[src/rtl/biu_constants_pkg.sv]
// Bus interface unit access attribute types shared by the cache pipeline.
package biu_constants_pkg;

    typedef logic [2:0] biu_size_t;
    typedef logic [2:0] biu_prot_t;

    localparam biu_size_t BYTE  = 3'b000;
    localparam biu_size_t HWORD = 3'b001;
    localparam biu_size_t WORD  = 3'b010;
    localparam biu_size_t DWORD = 3'b011;

    localparam biu_prot_t PROT_DATA       = 3'b000;
    localparam biu_prot_t PROT_PRIVILEGED = 3'b001;
    localparam biu_prot_t PROT_NONSECURE  = 3'b010;

endpackage

[src/rtl/riscv_cache_pkg.sv]
// Cache geometry helpers and the write buffer entry layout.
package riscv_cache_pkg;

    localparam int WB_XLEN = 32;

    typedef struct packed {
        logic [WB_XLEN-1:0]   adr;
        logic [WB_XLEN-1:0]   data;
        logic [WB_XLEN/8-1:0] be;
    } wbuf_entry_t;

    // SIZE is expressed in kilobytes
    function automatic int no_of_sets(input int size, input int block_size, input int ways);
        return (size * 1024 * 8) / block_size / ways;
    endfunction

    function automatic int no_of_block_offset_bits(input int block_size);
        return $clog2(block_size / 8);
    endfunction

    function automatic int no_of_index_bits(input int sets);
        return $clog2(sets);
    endfunction

    function automatic int no_of_tag_bits(input int xlen, input int idx_bits, input int offs_bits);
        return xlen - idx_bits - offs_bits;
    endfunction

endpackage

[src/rtl/riscv_cache_wbuf.sv]
// Store FIFO between the cache setup stage and the memory stage.
// Optional youngest-match store forwarding under RISCV_CACHE_WB_FWD_EN.
module riscv_cache_wbuf
    import riscv_cache_pkg::*;
#(
    parameter int XLEN     = 32,
    parameter int WB_DEPTH = 4
)(
    input  logic                clk_i,
    input  logic                rst_ni,
    input  logic                push_i,
    input  logic [XLEN-1:0]     adr_i,
    input  logic [XLEN-1:0]     d_i,
    input  logic [XLEN/8-1:0]   be_i,
    input  logic                ack_i,
`ifdef RISCV_CACHE_WB_FWD_EN
    input  logic                lookup_en_i,
    input  logic                flush_i,
    input  logic [XLEN-1:2]     lookup_adr_i,
    output logic                fwd_hit_o,
    output logic [XLEN-1:0]     fwd_data_o,
    output logic [XLEN/8-1:0]   fwd_be_o,
`endif
    output logic                valid_o,
    output logic                full_o,
    output logic                pop_o,
    output logic [XLEN-1:0]     head_adr_o,
    output logic [XLEN-1:0]     head_data_o,
    output logic [XLEN/8-1:0]   head_be_o
);

    localparam int PTR_BITS = $clog2(WB_DEPTH);

    logic [XLEN-1:0]     mem_adr  [WB_DEPTH];
    logic [XLEN-1:0]     mem_data [WB_DEPTH];
    logic [XLEN/8-1:0]   mem_be   [WB_DEPTH];
    logic [PTR_BITS-1:0] rd_ptr, wr_ptr;
    logic [PTR_BITS:0]   count;

    assign valid_o     = (count != '0);
    assign full_o      = (count == (PTR_BITS+1)'(WB_DEPTH));
    assign pop_o       = valid_o & ack_i;
    assign head_adr_o  = mem_adr[rd_ptr];
    assign head_data_o = mem_data[rd_ptr];
    assign head_be_o   = mem_be[rd_ptr];

    always_ff @(posedge clk_i or negedge rst_ni) begin
        if (!rst_ni) begin
            rd_ptr <= '0;
            wr_ptr <= '0;
            count  <= '0;
        end else begin
            if (push_i) wr_ptr <= wr_ptr + 1'b1;
            if (pop_o)  rd_ptr <= rd_ptr + 1'b1;
            case ({push_i, pop_o})
                2'b10:   count <= count + 1'b1;
                2'b01:   count <= count - 1'b1;
                default: count <= count;
            endcase
        end
    end

    // Storage carries no reset; an entry is only observable while count covers it
    always_ff @(posedge clk_i) begin
        if (push_i) begin
            mem_adr[wr_ptr]  <= adr_i;
            mem_data[wr_ptr] <= d_i;
            mem_be[wr_ptr]   <= be_i;
        end
    end

`ifdef RISCV_CACHE_WB_FWD_EN
    logic                hit_c;
    logic [XLEN-1:0]     data_c;
    logic [XLEN/8-1:0]   be_c;
    logic [PTR_BITS-1:0] slot;

    // Walk oldest to youngest so the last match wins; the entry leaving this cycle is skipped
    always_comb begin
        hit_c  = 1'b0;
        data_c = '0;
        be_c   = '0;
        slot   = '0;
        for (int unsigned i = 0; i < WB_DEPTH; i++) begin
            slot = rd_ptr + PTR_BITS'(i);
            if (((PTR_BITS+1)'(i) < count) && !((i == 0) && pop_o) &&
                (mem_adr[slot][XLEN-1:2] == lookup_adr_i)) begin
                hit_c  = 1'b1;
                data_c = mem_data[slot];
                be_c   = mem_be[slot];
            end
        end
    end

    always_ff @(posedge clk_i or negedge rst_ni) begin
        if (!rst_ni) begin
            fwd_hit_o  <= 1'b0;
            fwd_data_o <= '0;
            fwd_be_o   <= '0;
        end else if (flush_i) begin
            fwd_hit_o  <= 1'b0;
        end else if (lookup_en_i) begin
            fwd_hit_o  <= hit_c;
            fwd_data_o <= data_c;
            fwd_be_o   <= be_c;
        end
    end
`endif

endmodule

[src/rtl/riscv_cache_setup_wbuf.sv]
// Cache address setup stage with a FIFO store buffer drained by the memory stage.
// Store forwarding is built only when RISCV_CACHE_WB_FWD_EN is defined.
module riscv_cache_setup_wbuf
    import riscv_cache_pkg::*;
    import biu_constants_pkg::*;
#(
    parameter int XLEN       = 32,
    parameter int SIZE       = 64,
    parameter int BLOCK_SIZE = XLEN,
    parameter int WAYS       = 2,
    parameter int WB_DEPTH   = 4,

    localparam int SETS          = no_of_sets(SIZE, BLOCK_SIZE, WAYS),
    localparam int BLK_OFFS_BITS = no_of_block_offset_bits(BLOCK_SIZE),
    localparam int IDX_BITS      = no_of_index_bits(SETS),
    localparam int TAG_BITS      = no_of_tag_bits(XLEN, IDX_BITS, BLK_OFFS_BITS)
)(
    input  logic                rst_ni,
    input  logic                clk_i,
    input  logic                stall_i,
    input  logic                flush_i,
    input  logic                req_i,
    input  logic                we_i,
    input  logic                lock_i,
    input  logic                is_cacheable_i,
    input  logic                is_misaligned_i,
    input  logic [XLEN-1:0]     adr_i,
    input  biu_size_t           size_i,
    input  biu_prot_t           prot_i,
    input  logic [XLEN/8-1:0]   be_i,
    input  logic [XLEN-1:0]     d_i,
    output logic                req_o,
    output logic                lock_o,
    output logic                is_cacheable_o,
    output logic                is_misaligned_o,
    output logic [XLEN-1:0]     adr_o,
    output biu_size_t           size_o,
    output biu_prot_t           prot_o,
    output logic [IDX_BITS-1:0] tag_idx_o,
    output logic [IDX_BITS-1:0] dat_idx_o,
    output logic [TAG_BITS-1:0] core_tag_o,
    output logic                busy_o,
    output logic                wb_valid_o,
    output logic [XLEN-1:0]     wb_adr_o,
    output logic [XLEN-1:0]     wb_data_o,
    output logic [XLEN/8-1:0]   wb_be_o,
    input  logic                wb_ack_i,
    output logic                wb_fwd_hit_o,
    output logic [XLEN-1:0]     wb_fwd_data_o,
    output logic [XLEN/8-1:0]   wb_fwd_be_o
);

    logic [IDX_BITS-1:0] adr_idx, idx_dly;
    logic                flush_dly;
    logic                wb_full, wb_pop, wb_push;

    assign adr_idx = adr_i[BLK_OFFS_BITS +: IDX_BITS];

    always_ff @(posedge clk_i or negedge rst_ni) begin
        if (!rst_ni) begin
            req_o           <= 1'b0;
            lock_o          <= 1'b0;
            is_cacheable_o  <= 1'b0;
            is_misaligned_o <= 1'b0;
            adr_o           <= '0;
            size_o          <= '0;
            prot_o          <= '0;
            core_tag_o      <= '0;
            flush_dly       <= 1'b0;
            idx_dly         <= '0;
        end else begin
            flush_dly <= flush_i;
            if (flush_i)       req_o <= 1'b0;
            else if (!stall_i) req_o <= req_i;
            if (!stall_i) begin
                lock_o          <= lock_i;
                is_cacheable_o  <= is_cacheable_i;
                is_misaligned_o <= is_misaligned_i;
                adr_o           <= adr_i;
                size_o          <= size_i;
                prot_o          <= prot_i;
                core_tag_o      <= adr_i[XLEN-1 -: TAG_BITS];
            end
            if (!stall_i || flush_dly) idx_dly <= adr_idx;
        end
    end

    // After a flush the memories must re-read at the new address even if still stalled
    assign tag_idx_o = (stall_i && !flush_dly) ? idx_dly : adr_idx;
    assign dat_idx_o = tag_idx_o;

    // A pop in the same cycle frees the slot, so a full buffer still accepts the store
    assign wb_push = req_i & we_i & ~stall_i & ~flush_i & (~wb_full | wb_pop);
    assign busy_o  = wb_full & ~wb_pop & req_i & we_i;

    riscv_cache_wbuf #(
        .XLEN     (XLEN),
        .WB_DEPTH (WB_DEPTH)
    ) u_wbuf (
        .clk_i        (clk_i),
        .rst_ni       (rst_ni),
        .push_i       (wb_push),
        .adr_i        (adr_i),
        .d_i          (d_i),
        .be_i         (be_i),
        .ack_i        (wb_ack_i),
`ifdef RISCV_CACHE_WB_FWD_EN
        .lookup_en_i  (~stall_i),
        .flush_i      (flush_i),
        .lookup_adr_i (adr_i[XLEN-1:2]),
        .fwd_hit_o    (wb_fwd_hit_o),
        .fwd_data_o   (wb_fwd_data_o),
        .fwd_be_o     (wb_fwd_be_o),
`endif
        .valid_o      (wb_valid_o),
        .full_o       (wb_full),
        .pop_o        (wb_pop),
        .head_adr_o   (wb_adr_o),
        .head_data_o  (wb_data_o),
        .head_be_o    (wb_be_o)
    );

`ifndef RISCV_CACHE_WB_FWD_EN
    assign wb_fwd_hit_o  = 1'b0;
    assign wb_fwd_data_o = '0;
    assign wb_fwd_be_o   = '0;
`endif

endmodule

[config.mk]
export PLATFORM = sky130hd
export DESIGN_NAME = riscv_cache_setup_wbuf
export DESIGN_NICKNAME = d
export VERILOG_FILES = /design/src/rtl/biu_constants_pkg.sv /design/src/rtl/riscv_cache_pkg.sv /design/src/rtl/riscv_cache_wbuf.sv /design/src/rtl/riscv_cache_setup_wbuf.sv
export SDC_FILE = /design/constraint.sdc
export NUM_CORES = 1
export LEC_CHECK = 0
export CORE_MARGIN = 2
export CORE_UTILIZATION = 51
export CTS_CLUSTER_DIAMETER = 60
export DETAILED_ROUTE_END_ITERATION = 8
export GPL_ROUTABILITY_DRIVEN = 0
export GPL_TIMING_DRIVEN = 1
export PLACE_DENSITY = 0.85
export SKIP_LAST_GASP = 1
export SLEW_MARGIN = 20
export SYNTH_ARGS = -nofsm -noshare
export SYNTH_HDL_FRONTEND = slang
export SYNTH_SLANG_ARGS = --single-unit
[constraint.sdc]
create_clock -name clk_i -period 2.63 [get_ports clk_i]
set_input_delay 0.3945 -clock clk_i [delete_from_list [all_inputs] [get_ports clk_i]]
set_output_delay 0.3945 -clock clk_i [all_outputs]
set_load 0.005 [all_outputs]
==> reports/qor.csv, run 1 <==
metric,value,unit
status,completed,
p_leak,6.182,nW
ys_types,24,
htree_levels,2,
cp.required,2240,ps
grt_overflow,0,
final_hold_viol_count,0,
synth_flop_cell,edfxtp_1,
first_global_vias,6645,
power.density,901.9,nW/µm²
worst-setup-path-type,flip-flop to output port,
drt_iter0_drc,306,
final_layout_size_suffix_gt1_share,26.88,%
hold_path.class,input port to flip-flop,
track_usage,19.05,%
wire_per_inst,21.12,µm
crit_arrival,2220,ps
cp-end-kind,output port,
fp.coreArea,24960,µm²
tritoncts,built,
wirelength,25.51,mm
crit_path_start_kind,flip-flop,
regArea,9752,µm²
clk_latency,500,ps
area_delta_synth_final,32.08,%
rsz0062_at_grt,true,
fin_area,16950,µm²
synth_edf_count,272,
via_per_inst,5.161,
cts-root-buf,clkbuf_16,
initial_core_util,51.39,%
multi_input_area,2575,µm²
dp_hpwl,15.98,mm
worst_pin_slew,614.5,ps
nets,942,
whs_path_depth,2,
max_slew_margin,59.03,%
max_freq,382.6,MHz
ios,276,
seq_area_frac_synth,75.95,%
post-route-period-util,99.39,%
final_util,67.88,%
antenna_left,0,
ys_warn_count,0,
fin_hold_ws,302.9,ps
antenna_cells,0,
dieArea,26440,µm²
first_pass_iters,4,
fin_skew,13.75,ps
rows,58,
avgSynthCellArea,22.04,µm²
fillers,1621,
ir_drop,0.5094,mV
critPathMaxFanout,6,
setup_viol,0,
syn-instance-count,582,
grt_antenna_before_repair,0,
cts_buffers,35,
finalCriticalPeriod,2614,ps
clockBufferDepth,3,
num_vias,6234,
ys_async_sr_fraction,18.81,%
chipWidth,162.6,µm
dpl_cell_area,15460,µm²
die_h,162.6,µm
r2r_cells,9,
grt_max_degree,44,
clkTransAtPathRegs,60,ps
synth_area,12830,µm²
cap_violations,0,
ys_seq_elements,335,
drc,0,
maxSlewViolCount,0,
cts_sinks,335,
grt_pass1_wl,37.85,mm
numPortBuffers,238,
-- worst max-delay path, stage by stage (launching register included) --
cell	delay, ps
dfrtp_4	510
buf_12	160
buf_16	120
mux4_2	480
clkdlybuf4s50_1	450
-- final cells by class --
type	instances	share of cell area, %
flip-flops and latches	335	57.55
repair buffers	286	18.12
multi-input cells	188	15.20
clock buffers	53	5.937
well taps	330	2.437
clock inverters	10	0.6276
inverters	6	0.1329
-- path summary, 6_finish.rpt --
check	startpoint	to	slack, ps
setup / recovery	u_wbuf.rd_ptr[0]	wb_data_o[6]	20
hold / removal	stall_i	size_o[1]	300
setup reg to reg	u_wbuf.count[0]	u_wbuf.count[2]	580
hold reg to reg	adr_o[5]	adr_o[5]	510
max in group asynchronous	rst_ni	u_wbuf.rd_ptr[1]	1490
min in group asynchronous	rst_ni	adr_o[6]	450
-- placed cells by master (no fill, tap or decap), types with 15 or more instances in the layout --
| cell | instances |
|---|---|
| edfxtp_1 | 272 |
| buf_4 | 25 |
| mux2_2 | 54 |
| dfrtp_1 | 61 |
| conb_1 | 37 |
| mux4_2 | 68 |
| clkdlybuf4s50_1 | 190 |
| dlymetal6s2s_1 | 28 |
| buf_12 | 15 |
| clkbuf_16 | 38 |
-- kinds of logic after synthesis --
logic type / count (synthesis) / synth area share [%]
AND/OR/NAND/NOR: 13 / 0.8681
buffers and inverters: 95 / 5.071
flip-flops: 335 / 75.95
other: 1 / 0.02923
XOR/XNOR: 6 / 0.4097
multiplexers: 125 / 16.95
adder cells (fa/ha/maj): 6 / 0.6437
AO/OA/AOI/OAI: 1 / 0.07802
-- metal layers --
metal / routed length, µm / GRT usage, %
met5: 0 / 0
met4: 444 / 4.545
met3: 1747 / 5.093
met2: 13260 / 33.48
met1: 10060 / 23.83
-- synthesized netlist by cell type, types with 2 or more instances --
cell	instances	area share (%)
edfxtp_1	272	64
buf_4	75	4.4
mux4_2	68	12
dfrtp_1	63	12
mux2_2	54	4.7
buf_2	10	0.39
inv_1	6	0.18
ha_1	5	0.49
and2_2	4	0.23
clkbuf_1	4	0.12
xnor2_1	3	0.20
xor2_1	3	0.20
mux2i_1	2	0.16
nand2_1	2	0.059
nor2_1	2	0.059
-- where the power goes --
group          internal, mW  switching [mW]
Combinational          2.71            1.60
Sequential             6.02           0.213
Clock                  2.85            1.89
-- state kept, by name (all words and copies together), names as in the netlist --
register and count:
u_wbuf.wr_ptr 2, u_wbuf.rd_ptr 2, size_o 3, idx_dly 13, u_wbuf.count 3, u_wbuf.mem_be 16, req_o 1, lock_o 1
is_misaligned_o 1, is_cacheable_o 1, flush_dly 1, prot_o 3, u_wbuf.mem_adr 128, adr_o 32, u_wbuf.mem_data 128
-- repair_timing --
item / in CTS / in global routing
hold buffers: 1 / 0
gates resized for setup: 23 / 47
setup endpoints to repair: 68 / 62
gates cloned: 3 / 1
hold endpoints to repair: 21 / 0
buffers inserted: 6 / 18
-- metrics by stage --
stage	total power, mW	setup TNS [ps]	setup slack, ps	instances
2_1_floorplan	8.292	0	315.1	618
3_3_place_gp	10.19	0	274.4	1117
3_5_place_dp	10.26	0	223.1	1117
4_1_cts	15.28	-1138	-48.32	1190
5_1_grt	15.92	-966.2	-53.42	1208
6_report	15.28	0	16.12	1208
No activity file was read; power rests on OpenSTA's default activity.
==> run 2: changes to the inputs <==
Settings changed: CTS_CLUSTER_DIAMETER 60 to 100.
==> run 2 against run 1 <==
  * The run now ends with negative setup slack left
  * Critical path depth fell by 1
  * First-iteration DRC count rose by 14%
  * Register-to-register slack barely moved
  * Clock power barely moved
  * Flip-flop and latch count did not move
  * Core utilization barely moved
  * Global-route usage rose by 0.079 points
  * Non-clock buffer count fell by 7
  * Sequential share of layout area barely moved
  * Cell area barely moved
  * Hold slack got worse by 2.7 ps
  * Critical endpoint is now wb_adr_o[17]
==> reports/qor.csv, run 2 (synthesis results as in run 1) <==
metric,value,unit,change
fin_skew,9.203,ps,was 13.75 ps
rsz0062_at_grt,true,,unchanged
combPwrFrac,28.1,%,was 28.2%
wirelength,26.11,mm,was 25.51 mm
grt_util_met3,5.093,%,unchanged
setup_slack,-1.708,ps,was 16.12 ps
final_layout_size_suffix_gt1_share,25.83,%,was 26.88%
dp_hpwl,15.98,mm,unchanged
crit_start,u_wbuf.rd_ptr[0],,unchanged
wire_per_inst,21.74,µm,was 21.12 µm
clockBufferDepth,3,,unchanged
track_usage,19.13,%,was 19.05%
finalCriticalPeriod,2632,ps,was 2614 ps
ios,276,,unchanged
crit_path_start_kind,flip-flop,,unchanged
chipWidth,162.6,µm,unchanged
via_per_inst,5.228,,was 5.161
cts-root-buf,clkbuf_16,,unchanged
cts_sinks,335,,unchanged
worst-setup-path-type,flip-flop to output port,,unchanged
ir_drop,0.4793,mV,was 0.5094 mV
top_regs,"u_wbuf.mem_adr x128, u_wbuf.mem_data x128, adr_o x32",,unchanged
fp.coreArea,24960,µm²,unchanged
hold_path.class,input port to flip-flop,,unchanged
clock_power_share,31.1,%,was 31.0%
seqPwrFrac,40.8,%,about the same
final_util,67.83,%,was 67.88%
antenna_left,0,,unchanged
cp-end-kind,output port,,unchanged
final_hold_viol_count,0,,unchanged
first_pass_iters,7,,was 4
grt.busiest_layer,met2,,unchanged
violations,negative setup slack,,
num_vias,6279,,was 6234
grt_antenna_before_repair,0,,unchanged
crit_end,wb_adr_o[17],,was wb_data_o[6]
die_h,162.6,µm,unchanged
grt_pass1_wl,37.83,mm,was 37.85 mm
tritoncts,built,,unchanged
initial_core_util,51.39,%,unchanged
nets,935,,was 942
fillers,1620,,was 1621
maxSlewViolCount,0,,unchanged
use_met1,24.03,%,was 23.83%
use_met2,33.06,%,was 33.48%
area_delta_synth_final,31.99,%,was 32.08%
p_sw_share,24.31,%,was 24.24%
fin_hold_ws,300.1,ps,was 302.9 ps
power.switching,3.708,mW,was 3.705 mW
clkTransAtPathRegs,60,ps,about the same
p_total,15.25,mW,was 15.28 mW
p_leak,6.193,nW,was 6.182 nW
most-common-layout-cells,"272 x edfxtp_1, 189 x clkdlybuf4s50_1, 68 x mux4_2",,"was 272 x edfxtp_1, 190 x clkdlybuf4s50_1, 68 x mux4_2"
critPathMaxFanout,20,,was 6
grt_max_degree,44,,unchanged
layout_commonest_cell,edfxtp_1,,unchanged
power.density,900.7,nW/µm²,was 901.9 nW/µm²
crit_arrival,2240,ps,was 2220 ps
setup_viol,1,,was 0
grt_overflow,0,,unchanged
antenna_cells,0,,unchanged
p_int,11.54,mW,was 11.58 mW
clk_latency,500,ps,about the same
numPortBuffers,238,,unchanged
r2r_setup_slack,570,ps,was 580 ps
first_global_vias,6609,,was 6645
dieArea,26440,µm²,unchanged
rows,58,,unchanged
htree_levels,2,,unchanged
max_freq,380.0,MHz,was 382.6 MHz
rr_startpoint,u_wbuf.count[0],,unchanged
cts_buffers,35,,unchanged
cap_violations,0,,unchanged
drt_iter0_drc,349,,was 306
post-route-period-util,100.1,%,was 99.39%
cp.required,2240,ps,about the same
max_slew_margin,58.58,%,was 59.03%
status,"complete, but fails checks",,was completed
drc,0,,unchanged
pre_cts_ws,223.1,ps,unchanged
rr_endpoint,u_wbuf.count[2],,unchanged
worst_pin_slew,621.3,ps,was 614.5 ps
r2r_cells,9,,unchanged
run 2: cell count changes in the layout (fill, tap and decap cells not counted), moves of 3 or more:
cell,before,now
buf_4,25,17
clkbuf_2,7,4
clkdlybuf4s15_1,4,7
dlygate4sd2_1,7,3
dlymetal6s2s_1,28,33
run 2: layout make-up:
| type | instances | area, µm² | area share, % |
|---|---|---|---|
| clock buffer | 53 | 1006 | 5.941 |
| clock inverter | 10 | 101.3 | 0.5985 |
| inverter | 6 | 22.52 | 0.1330 |
| multi-input combinational | 188 | 2575 | 15.21 |
| sequential | 335 | 9752 | 57.59 |
| tap | 330 | 412.9 | 2.438 |
| timing repair buffer | 279 | 3064 | 18.10 |
run 2: per-stage QoR:
step | cell area (µm²) | TNS, ps | cells
after floorplan | 12960 | 0 | 618
after global placement | 15460 | 0 | 1117
after detailed placement | 15460 | 0 | 1117
after CTS | 16700 | -2617 | 1187
after global routing | 16930 | -896.8 | 1201
final | 16930 | -1.708 | 1201
run 2: worst min-delay path by stage:
stage	from	end	slack, ps	depth (start not counted)
global route	stall_i	size_o[1]	300	2
global placement	rst_ni	adr_o[1]	430	1
floorplan	rst_ni	adr_o[0]	100	0
detailed placement	rst_ni	adr_o[1]	440	1
finish	stall_i	size_o[1]	300	2
CTS	stall_i	size_o[1]	280	2
run 2: layer usage:
layer	vias up	routed length, µm
met5	-	0
met4	0	528
met1	3264	10210
met3	41	1854
met2	241	13510
li1	2733	-
run 2: timing repair:
action	4_1_cts	5_1_grt
setup buffers	4	11
endpoints found under the setup margin	68	65
resized for setup	17	51
cloned	2	3
endpoints found under the hold margin	21	0
hold buffers	1	0
run 2: power by group through the flow:
stage | clock network (mW) | registers, mW | logic [mW]
floorplan | 0 | 6.22 | 2.07
global placement | 0 | 6.33 | 3.85
CTS | 4.81 | 6.22 | 4.17
detailed placement | 0 | 6.35 | 3.90
global route | 5.03 | 6.25 | 4.60
finish | 4.74 | 6.23 | 4.29
run 2: worst max-delay path, cell delays in order (launching register included):
cell	delay [ps]
dfrtp_4	470
buf_16	210
mux4_2	540
clkdlybuf4s50_1	510
==> run 3: changes to the inputs <==
Clock period 2.63 ns to 2.5 ns, I/O delays scaled along.
==> run 3 against run 2 <==
  * The flow still finishes with violations (negative setup slack)
  * Die area is the same
  * Via count fell by 0.89%
  * Clock power up 7.0%
  * Clock skew down 1.3 ps
  * Routed wire length shrank 3.0%
  * Combinational power is essentially flat
  * Highest routed layer unchanged
  * Global-route usage shrank 0.38 points
  * Largest power group unchanged
==> reports/qor.csv, run 3 (synthesis results as in run 1) <==
metric,value,unit,change
grt_antenna_before_repair,0,,unchanged
final_hold_viol_count,0,,unchanged
top_regs,"u_wbuf.mem_adr x128, u_wbuf.mem_data x128, adr_o x32",,unchanged
p_int,12.09,mW,was 11.54 mW
rsz0062_at_grt,true,,unchanged
rows,58,,unchanged
cts-root-buf,clkbuf_16,,unchanged
setup_viol,36,,was 1
clk_latency,500,ps,about the same
dieArea,26440,µm²,unchanged
antenna_left,0,,unchanged
tritoncts,built,,unchanged
status,"complete, but fails checks",,unchanged
fin_area,16840,µm²,was 16930 µm²
worst_pin_slew,590.0,ps,was 621.3 ps
chipWidth,162.6,µm,unchanged
tns,-3008,ps,was -1.708 ps
initial_core_util,51.39,%,unchanged
hold_path.class,input port to flip-flop,,unchanged
final_layout_size_suffix_gt1_share,25.47,%,was 25.83%
dp_hpwl,16.11,mm,was 15.98 mm
wire_per_inst,21.28,µm,was 21.74 µm
p_sw_share,23.93,%,was 24.31%
layout_commonest_cell,edfxtp_1,,unchanged
most-common-layout-cells,"272 x edfxtp_1, 204 x clkdlybuf4s50_1, 68 x mux4_2",,"was 272 x edfxtp_1, 189 x clkdlybuf4s50_1, 68 x mux4_2"
num_vias,6223,,was 6279
cap_violations,0,,unchanged
clkTransAtPathRegs,60,ps,about the same
grt_overflow,0,,unchanged
pre_cts_ws,116.4,ps,was 223.1 ps
violations,negative setup slack,,unchanged
p_total,15.89,mW,was 15.25 mW
wirelength,25.32,mm,was 26.11 mm
cts_buffers,35,,unchanged
cp-end-kind,output port,,unchanged
crit_path_start_kind,flip-flop,,unchanged
via_per_inst,5.229,,was 5.228
ios,276,,unchanged
post-route-period-util,106.0,%,
first_pass_iters,4,,was 7
numPortBuffers,238,,unchanged
seqPwrFrac,41.2,%,was 40.8%
finalNonFillerCells,1190,,was 1201
nets,924,,was 935
max_slew_margin,60.67,%,was 58.58%
ir_drop,0.6342,mV,was 0.4793 mV
drt_iter0_drc,327,,was 349
final_util,67.48,%,was 67.83%
cts_sinks,335,,unchanged
max_freq,377.5,MHz,
power.switching,3.804,mW,was 3.708 mW
setup_slack,-148.9,ps,was -1.708 ps
grt_max_degree,44,,unchanged
p_leak,6.123,nW,was 6.193 nW
cp.required,2120,ps,was 2240 ps
fin_hold_ws,291.4,ps,was 300.1 ps
grt_pass1_wl,37.26,mm,was 37.83 mm
dpl_cell_area,15480,µm²,was 15460 µm²
dp_cells,1117,,unchanged
fin_skew,7.911,ps,was 9.203 ps
worst-setup-path-type,flip-flop to output port,,unchanged
die_h,162.6,µm,unchanged
area_delta_synth_final,31.30,%,was 31.99%
clock_power_share,31.9,%,was 31.1%
fp.coreArea,24960,µm²,unchanged
finalCriticalPeriod,2649,ps,
htree_levels,2,,unchanged
crit_arrival,2270,ps,was 2240 ps
first_global_vias,6683,,was 6609
track_usage,18.75,%,was 19.13%
drc,0,,unchanged
combPwrFrac,27.0,%,was 28.1%
maxSlewViolCount,0,,unchanged
power.density,943.5,nW/µm²,was 900.7 nW/µm²
clockBufferDepth,3,,unchanged
critPathMaxFanout,13,,was 20
antenna_cells,0,,unchanged
==> run 3: cell types whose count changed in the layout (fill, tap and decap cells not counted), sizes merged, moves of 2 or more <==
cell,previous run,this run
clkinv,6,12
dlygate4sd2,3,0
clkbuf,59,47
clkdlybuf4s50,189,204
buf,40,29
clkdlybuf4s15,7,0
clkinvlp,1,3
==> run 3: per-layer routing <==
metal / vias up / part of all wire [%] / global-route usage (%)
met5: - / 0 / 0
met4: 0 / 1.9 / 4.505
met3: 41 / 7.4 / 5.730
met2: 225 / 52 / 32.84
met1: 3246 / 38 / 23.03
li1: 2711 / - / -
==> run 3: layout make-up <==
cell class	count	area [µm²]
clock buffer	45	975.9
clock inverter	18	168.9
fill	1627	8119
inverter	6	22.52
multi-input combinational	188	2575
sequential	335	9752
tap	330	412.9
timing repair buffer	268	2938
==> run 3: final timing paths <==
kind,slack [ps],from,end,depth (start not counted)
max,-150,u_wbuf.rd_ptr[0],wb_adr_o[8],4
min,290,stall_i,size_o[1],2
max reg2reg,460,u_wbuf.count[0],u_wbuf.count[2],9
min reg2reg,500,adr_o[5],adr_o[5],1
max in group asynchronous,1390,rst_ni,u_wbuf.rd_ptr[0],3
min in group asynchronous,420,rst_ni,adr_o[16],2
==> run 3: critical path: stages (launching register included) <==
cell and delay [ps]:
dfrtp_4 460, buf_4 140, buf_16 160, mux4_2 510, clkdlybuf4s50_1 500
==> run 3: power by group through the flow <==
| stage | clock network, mW | registers [mW] | logic, mW |
|---|---|---|---|
| floorplan | 0 | 6.54 | 2.18 |
| global placement | 0 | 6.67 | 4.11 |
| detailed placement | 0 | 6.69 | 4.17 |
| CTS | 5.20 | 6.55 | 4.27 |
| global route | 5.41 | 6.57 | 4.60 |
| finish | 5.07 | 6.54 | 4.29 |
==> run 3: what timing repair did <==
item / 4_1_cts / 5_1_grt
gates resized for setup: 1 / 34
endpoints found under the setup margin: 68 / 74
hold endpoints to repair: 20 / 0
cloned: 0 / 2
buffers inserted: 1 / 6
hold buffers: 1 / 0
